File: src/rtl/uart_tx.sv
// uart_tx: FIFO-buffered UART transmitter, 8 data bits LSB-first, optional parity, one stop bit.
// Ports: clock/reset (sync, active-high); parity_type (00/11 none, 01 odd, 10 even);
//        baud_rate (00 2400, 01 4800, 10 9600, 11 19200); data_in/send push a byte;
//        data_tx serial line; tx_active_flag, tx_done_flag frame status;
//        fifo_full/fifo_empty registered status; fifo_err pulse on rejected push.
module uart_tx #(
    parameter int CLK_HZ = 50_000_000,
    parameter int DEPTH  = 8
) (
    input  logic       clock,
    input  logic       reset,
    input  logic [1:0] parity_type,
    input  logic [1:0] baud_rate,
    input  logic [7:0] data_in,
    input  logic       send,
    output logic       data_tx,
    output logic       tx_active_flag,
    output logic       tx_done_flag,
    output logic       fifo_full,
    output logic       fifo_empty,
    output logic       fifo_err
);
    localparam int AW = $clog2(DEPTH);
    localparam int NW = AW + 1;
    localparam int CW = $clog2(CLK_HZ / 2400 + 1);
    localparam logic [CW-1:0] DIV0 = CW'(CLK_HZ / 2400);
    localparam logic [CW-1:0] DIV1 = CW'(CLK_HZ / 4800);
    localparam logic [CW-1:0] DIV2 = CW'(CLK_HZ / 9600);
    localparam logic [CW-1:0] DIV3 = CW'(CLK_HZ / 19200);

    typedef enum logic [2:0] {IDLE, START, DATA, PARITY, STOP} state_t;

    state_t        state, next;
    logic [7:0]    mem [DEPTH];
    logic [AW-1:0] wr_ptr, rd_ptr;
    logic [NW-1:0] count, count_next;
    logic          push, pop, tick, has_par, par_bit, line_next;
    logic [7:0]    shreg;
    logic [1:0]    par_q, baud_q;
    logic [CW-1:0] cnt, div;
    logic [2:0]    bit_cnt, bit_next;

    assign push       = send && !fifo_full;
    assign count_next = count + NW'(push) - NW'(pop);

    always_ff @(posedge clock) begin
        if (push)
            mem[wr_ptr] <= data_in;
    end

    always_ff @(posedge clock) begin
        if (reset) begin
            wr_ptr     <= '0;
            rd_ptr     <= '0;
            count      <= '0;
            fifo_full  <= 1'b0;
            fifo_empty <= 1'b1;
            fifo_err   <= 1'b0;
        end else begin
            wr_ptr     <= push ? wr_ptr + AW'(1) : wr_ptr;
            rd_ptr     <= pop ? rd_ptr + AW'(1) : rd_ptr;
            count      <= count_next;
            fifo_full  <= count_next == NW'(DEPTH);
            fifo_empty <= count_next == '0;
            fifo_err   <= send && fifo_full;
        end
    end

    // Bit timing follows the baud setting latched at frame start, not the live input.
    assign div     = baud_q == 2'b00 ? DIV0 : baud_q == 2'b01 ? DIV1 : baud_q == 2'b10 ? DIV2 : DIV3;
    assign tick    = cnt == div - CW'(1);
    assign has_par = par_q[0] ^ par_q[1];
    assign par_bit = ^shreg ^ (par_q == 2'b01);

    always_ff @(posedge clock) begin
        if (reset)
            state <= IDLE;
        else
            state <= next;
    end

    always_comb begin
        next = state;
        case (state)
            IDLE:    next = fifo_empty ? IDLE : START;
            START:   next = tick ? DATA : START;
            DATA:    next = (tick && bit_cnt == 3'd7) ? (has_par ? PARITY : STOP) : DATA;
            PARITY:  next = tick ? STOP : PARITY;
            STOP:    next = tick ? (fifo_empty ? IDLE : START) : STOP;
            default: next = IDLE;
        endcase
    end

    // The line level is computed for the state being entered so data_tx can be a plain register.
    always_comb begin
        pop            = !fifo_empty && (state == IDLE || (state == STOP && tick));
        tx_done_flag   = state == STOP && tick;
        tx_active_flag = state != IDLE;
        bit_next       = (state == DATA && tick) ? bit_cnt + 3'd1 : bit_cnt;
        line_next      = next == START ? 1'b0 :
                         next == DATA ? shreg[bit_next] :
                         next == PARITY ? par_bit : 1'b1;
    end

    always_ff @(posedge clock) begin
        if (reset) begin
            data_tx <= 1'b1;
            cnt     <= '0;
            bit_cnt <= '0;
            shreg   <= '0;
            par_q   <= '0;
            baud_q  <= '0;
        end else begin
            data_tx <= line_next;
            cnt     <= (state == IDLE || tick) ? '0 : cnt + CW'(1);
            if (pop) begin
                shreg   <= mem[rd_ptr];
                par_q   <= parity_type;
                baud_q  <= baud_rate;
                bit_cnt <= '0;
            end else begin
                bit_cnt <= bit_next;
            end
        end
    end
endmodule

File: config.mk
export PLATFORM = sky130hd
export DESIGN_NAME = uart_tx
export DESIGN_NICKNAME = d
export VERILOG_FILES = /design/src/rtl/uart_tx.sv
export SDC_FILE = /design/constraint.sdc
export NUM_CORES = 1
export LEC_CHECK = 0
export ABC_AREA = 1
export CAP_MARGIN = 20
export CORE_UTILIZATION = 43
export CTS_BUF_LIST = sky130_fd_sc_hd__clkbuf_16
export DETAILED_ROUTE_END_ITERATION = 10
export MAX_ROUTING_LAYER = met4
export PLACE_DENSITY = 0.69
export SETUP_SLACK_MARGIN = 0.1
export SYNTH_ARGS = -nofsm -noshare
export SYNTH_HDL_FRONTEND = slang
export SYNTH_SLANG_ARGS = --single-unit
export TNS_END_PERCENT = 100
File: constraint.sdc
create_clock -name clock -period 3 [get_ports clock]
set_input_delay 0.3 -clock clock [delete_from_list [all_inputs] [get_ports clock]]
set_output_delay 0.3 -clock clock [all_outputs]
set_load 0.03 [all_outputs]
==> summary.txt <==
Placed design
  – Placed cell areas: 5540 um^2
  – DP Wirelength: 6820 um
  – PortBufs: 20
  – RePlAce Congestion: 0.888

Setup path
  – Worst reg2reg endpoint: fifo_full
  – Required @ worst endpoint: 3.27 ns
  – Crit path DAT: 3.01 ns
  – Reg2reg path depth: 20
  – Worst Setup End Kind: flip-flop
  – Worst-path maximum fanout: 6
  – Startpoint class of the critical path: flip-flop
  – Flop-to-flop setup slack: 0.26 ns
  – Reg2reg start: baud_q[0]
  – Crit path kind: flip-flop to flip-flop

Clock network
  – CTS buffer count: 9
  – Worst skew pair latency: 0.35 ns
  – Cts-stage hold buffer count: 0
  – CTS tree: yes
  – Max H-tree Level: 3
  – CTS clk-pin slew, worst paths: 0.07 ns
  – Root buf cell: clkbuf_16
  – CTS sink count: 111
  – Clock tree buffer depth: 2

Power
  – Lkg Pwr: 2.24 nW
  – Pwr dens: 812 nW/um^2
  – Total power: 4.81 mW
  – Peak VDD IR: 0.000488 V

GRT
  – Initial antenna violation count: 0
  – Global route overflow: 0
  – First-pass GRT wire length: 17000 um
  – Gr usage total: 17.9%
  – Vias in the first global route: 3606
  – Largest net degree at the start of global routing: 36

Final layout
  – Nets: 619
  – Final core utilization: 51.7%
  – Area growth syn-to-layout: 16.2%
  – ANT cells: 0
  – Share of cells above drive strength 1: 14.2%
  – Most frequent cells in the layout: nand2_1 (94), nor2_1 (83), edfxtp_1 (64)
  – Fin area: 5930 um^2
  – Commonest non-fill, non-tap cell in the layout: nand2_1

Synthesis
  – Synth Register Bits: 111
  – Synthesized area per cell: 9.21 um^2
  – EDFF count, synth: 64
  – Yosys warning count: 0
  – Syn nets: 585
  – Unique masters post-synth: 38
  – Asr flop ratio synth: 0%
  – Register area share after synthesis: 56.1%
  – Synthesized cell area: 5100 um^2
  – Ys flop type: edfxtp_1
  – Syn Inst Count: 554

Routing
  – Routed Antenna Nets: 0
  – DR vias/cell: 5.25
  – Vias: 3865
  – DRC viols: 0
  – DRT Pass-1 Iters: 5
  – First-iteration detailed-routing DRC count: 259
  – Routed length per instance: 13.9 um
  – Routed WL: 10300 um

Die
  – I/O pin total: 21
  – Die Height: 111 um
  – Die Width: 111 um
  – Initial Util: 44.5%
  – Die area: 12300 um^2
  – Site row count: 39
  – Core area: 11500 um^2

STA
  – Slew Viols, Final: 0
  – Hold Violations, Final: 0
  – Setup TNS: 0 ns
  – RSZ-0062 raised after global routing: no
  – Tcrit/Tclk final: 91.4%
  – # setup viols final: 0
  – Final min period: 2.74 ns
  – FMAX: 365 MHz
  – Fin Clk Skew: 0.00939 ns
  – Worst Tran Pin Value: 0.908 ns
  – Rel. slew slack: 39.4%

Worst hold path
  – Hold endpoint: fifo_err
  – Hold WC Path Type: flip-flop to flip-flop
  – Hold Startpoint: fifo_full
  – Hold depth: 2

Status
  – Run status: finished, final reports clean

Job
  – Max cap viols: 0
==> final cells by class <==
type,count,area [um^2]
fill,1017,5540
sequential,111,2870
multi-input combinational,365,2010
timing repair buffer,42,365
inverter,59,226
clock buffer,9,225
tap,143,179
clock inverter,7,55.1
==> cell families after synthesis <==
family                   Yosys count  share of synthesized area, %
AO/OA/AOI/OAI                    105                          11.2
flip-flops                       111                          56.1
adder cells (fa/ha/maj)           16                          4.07
AND/OR/NAND/NOR                  231                          20.1
buffers and inverters             78                          6.28
XOR/XNOR                          13                          2.23
==> per-layer routing <==
metal	share of wire, %	vias to the layer above	routed length [um]	track usage (%)
met1	44	1820	4540	21.9
met5	0	-	0	-
met4	1.2	0	124	6.13
li1	-	1929	-	-
met3	5.6	12	579	3.77
met2	49	104	5030	29.6
==> through the flow <==
step                std cells  worst slack [ns]  hold slack (ns)
floorplan                 554            0.0446            0.399
global placement          711             0.182            0.441
detailed placement        711            0.0577            0.452
CTS                       730             0.123            0.455
global route              736            0.0945            0.485
finish                    736             0.259            0.459
==> Yosys cell counts, types with 2 or more instances <==
master | n | share of area, %
a21oi_1 | 18 | 1.8
a31oi_1 | 10 | 1.2
and3_1 | 2 | 0.25
buf_2 | 3 | 0.29
buf_6 | 3 | 0.66
clkbuf_1 | 12 | 0.88
dfxtp_1 | 47 | 18
edfxtp_1 | 64 | 38
ha_1 | 15 | 3.7
inv_1 | 47 | 3.5
inv_2 | 10 | 0.74
nand2_1 | 95 | 7.0
nand2_2 | 2 | 0.25
nand3_1 | 21 | 2.1
nand4_1 | 3 | 0.37
nor2_1 | 88 | 6.5
nor2_4 | 2 | 0.44
nor3_1 | 4 | 0.39
nor3_2 | 4 | 0.79
nor3b_1 | 5 | 0.74
o211ai_1 | 2 | 0.29
o21ai_0 | 41 | 4.0
o21ai_1 | 15 | 1.5
o22ai_1 | 16 | 2.0
xnor2_1 | 6 | 1.0
xor2_1 | 7 | 1.2
==> how the worst max path moves through the flow <==
stage	from	endpoint	slack, ns	depth (start not counted)
floorplan	baud_q[0]	fifo_empty	0.04	21
global placement	baud_q[0]	fifo_empty	0.18	18
detailed placement	baud_q[0]	fifo_full	0.06	19
CTS	baud_q[0]	fifo_full	0.12	20
global route	baud_q[0]	fifo_full	0.09	20
finish	baud_q[0]	fifo_full	0.26	20
==> where the power goes <==
part           switching (mW)  internal, mW
combinational            1.06         0.681
clock                   0.554         0.574
sequential              0.127          1.82
total                    1.74          3.07
==> state kept, by name, summed over array words and instances (netlist names), 2 cells and up <==
| name | flops |
|---|---|
| wr_ptr | 3 |
| count | 4 |
| bit_cnt | 3 |
| cnt | 15 |
| shreg | 8 |
| par_q | 2 |
| rd_ptr | 3 |
| mem | 64 |
| state | 3 |
| baud_q | 2 |
==> timing repair <==
action | 4_1_cts | 5_1_grt
resized for setup | 2 | 13
pin swaps | 2 | 13
setup endpoints to repair | 3 | 6
setup buffers | 3 | 6
==> critical path: stages (launching register included) <==
cell and delay (ns):
dfxtp_4 0.40, clkinv_4 0.09, ha_4 0.27, inv_2 0.02
nand2_1 0.05, nand2_1 0.06, nor2_1 0.09, nand2_1 0.09
nor2_4 0.12, nand2_4 0.08, o21ai_2 0.12, inv_2 0.06
nor2_4 0.10, ha_4 0.13, inv_2 0.04, ha_2 0.15
a21o_1 0.14, a31oi_1 0.18, xor2_1 0.23, nand2_1 0.11
nor2_1 0.12
Power figures use the tool's default switching activity.
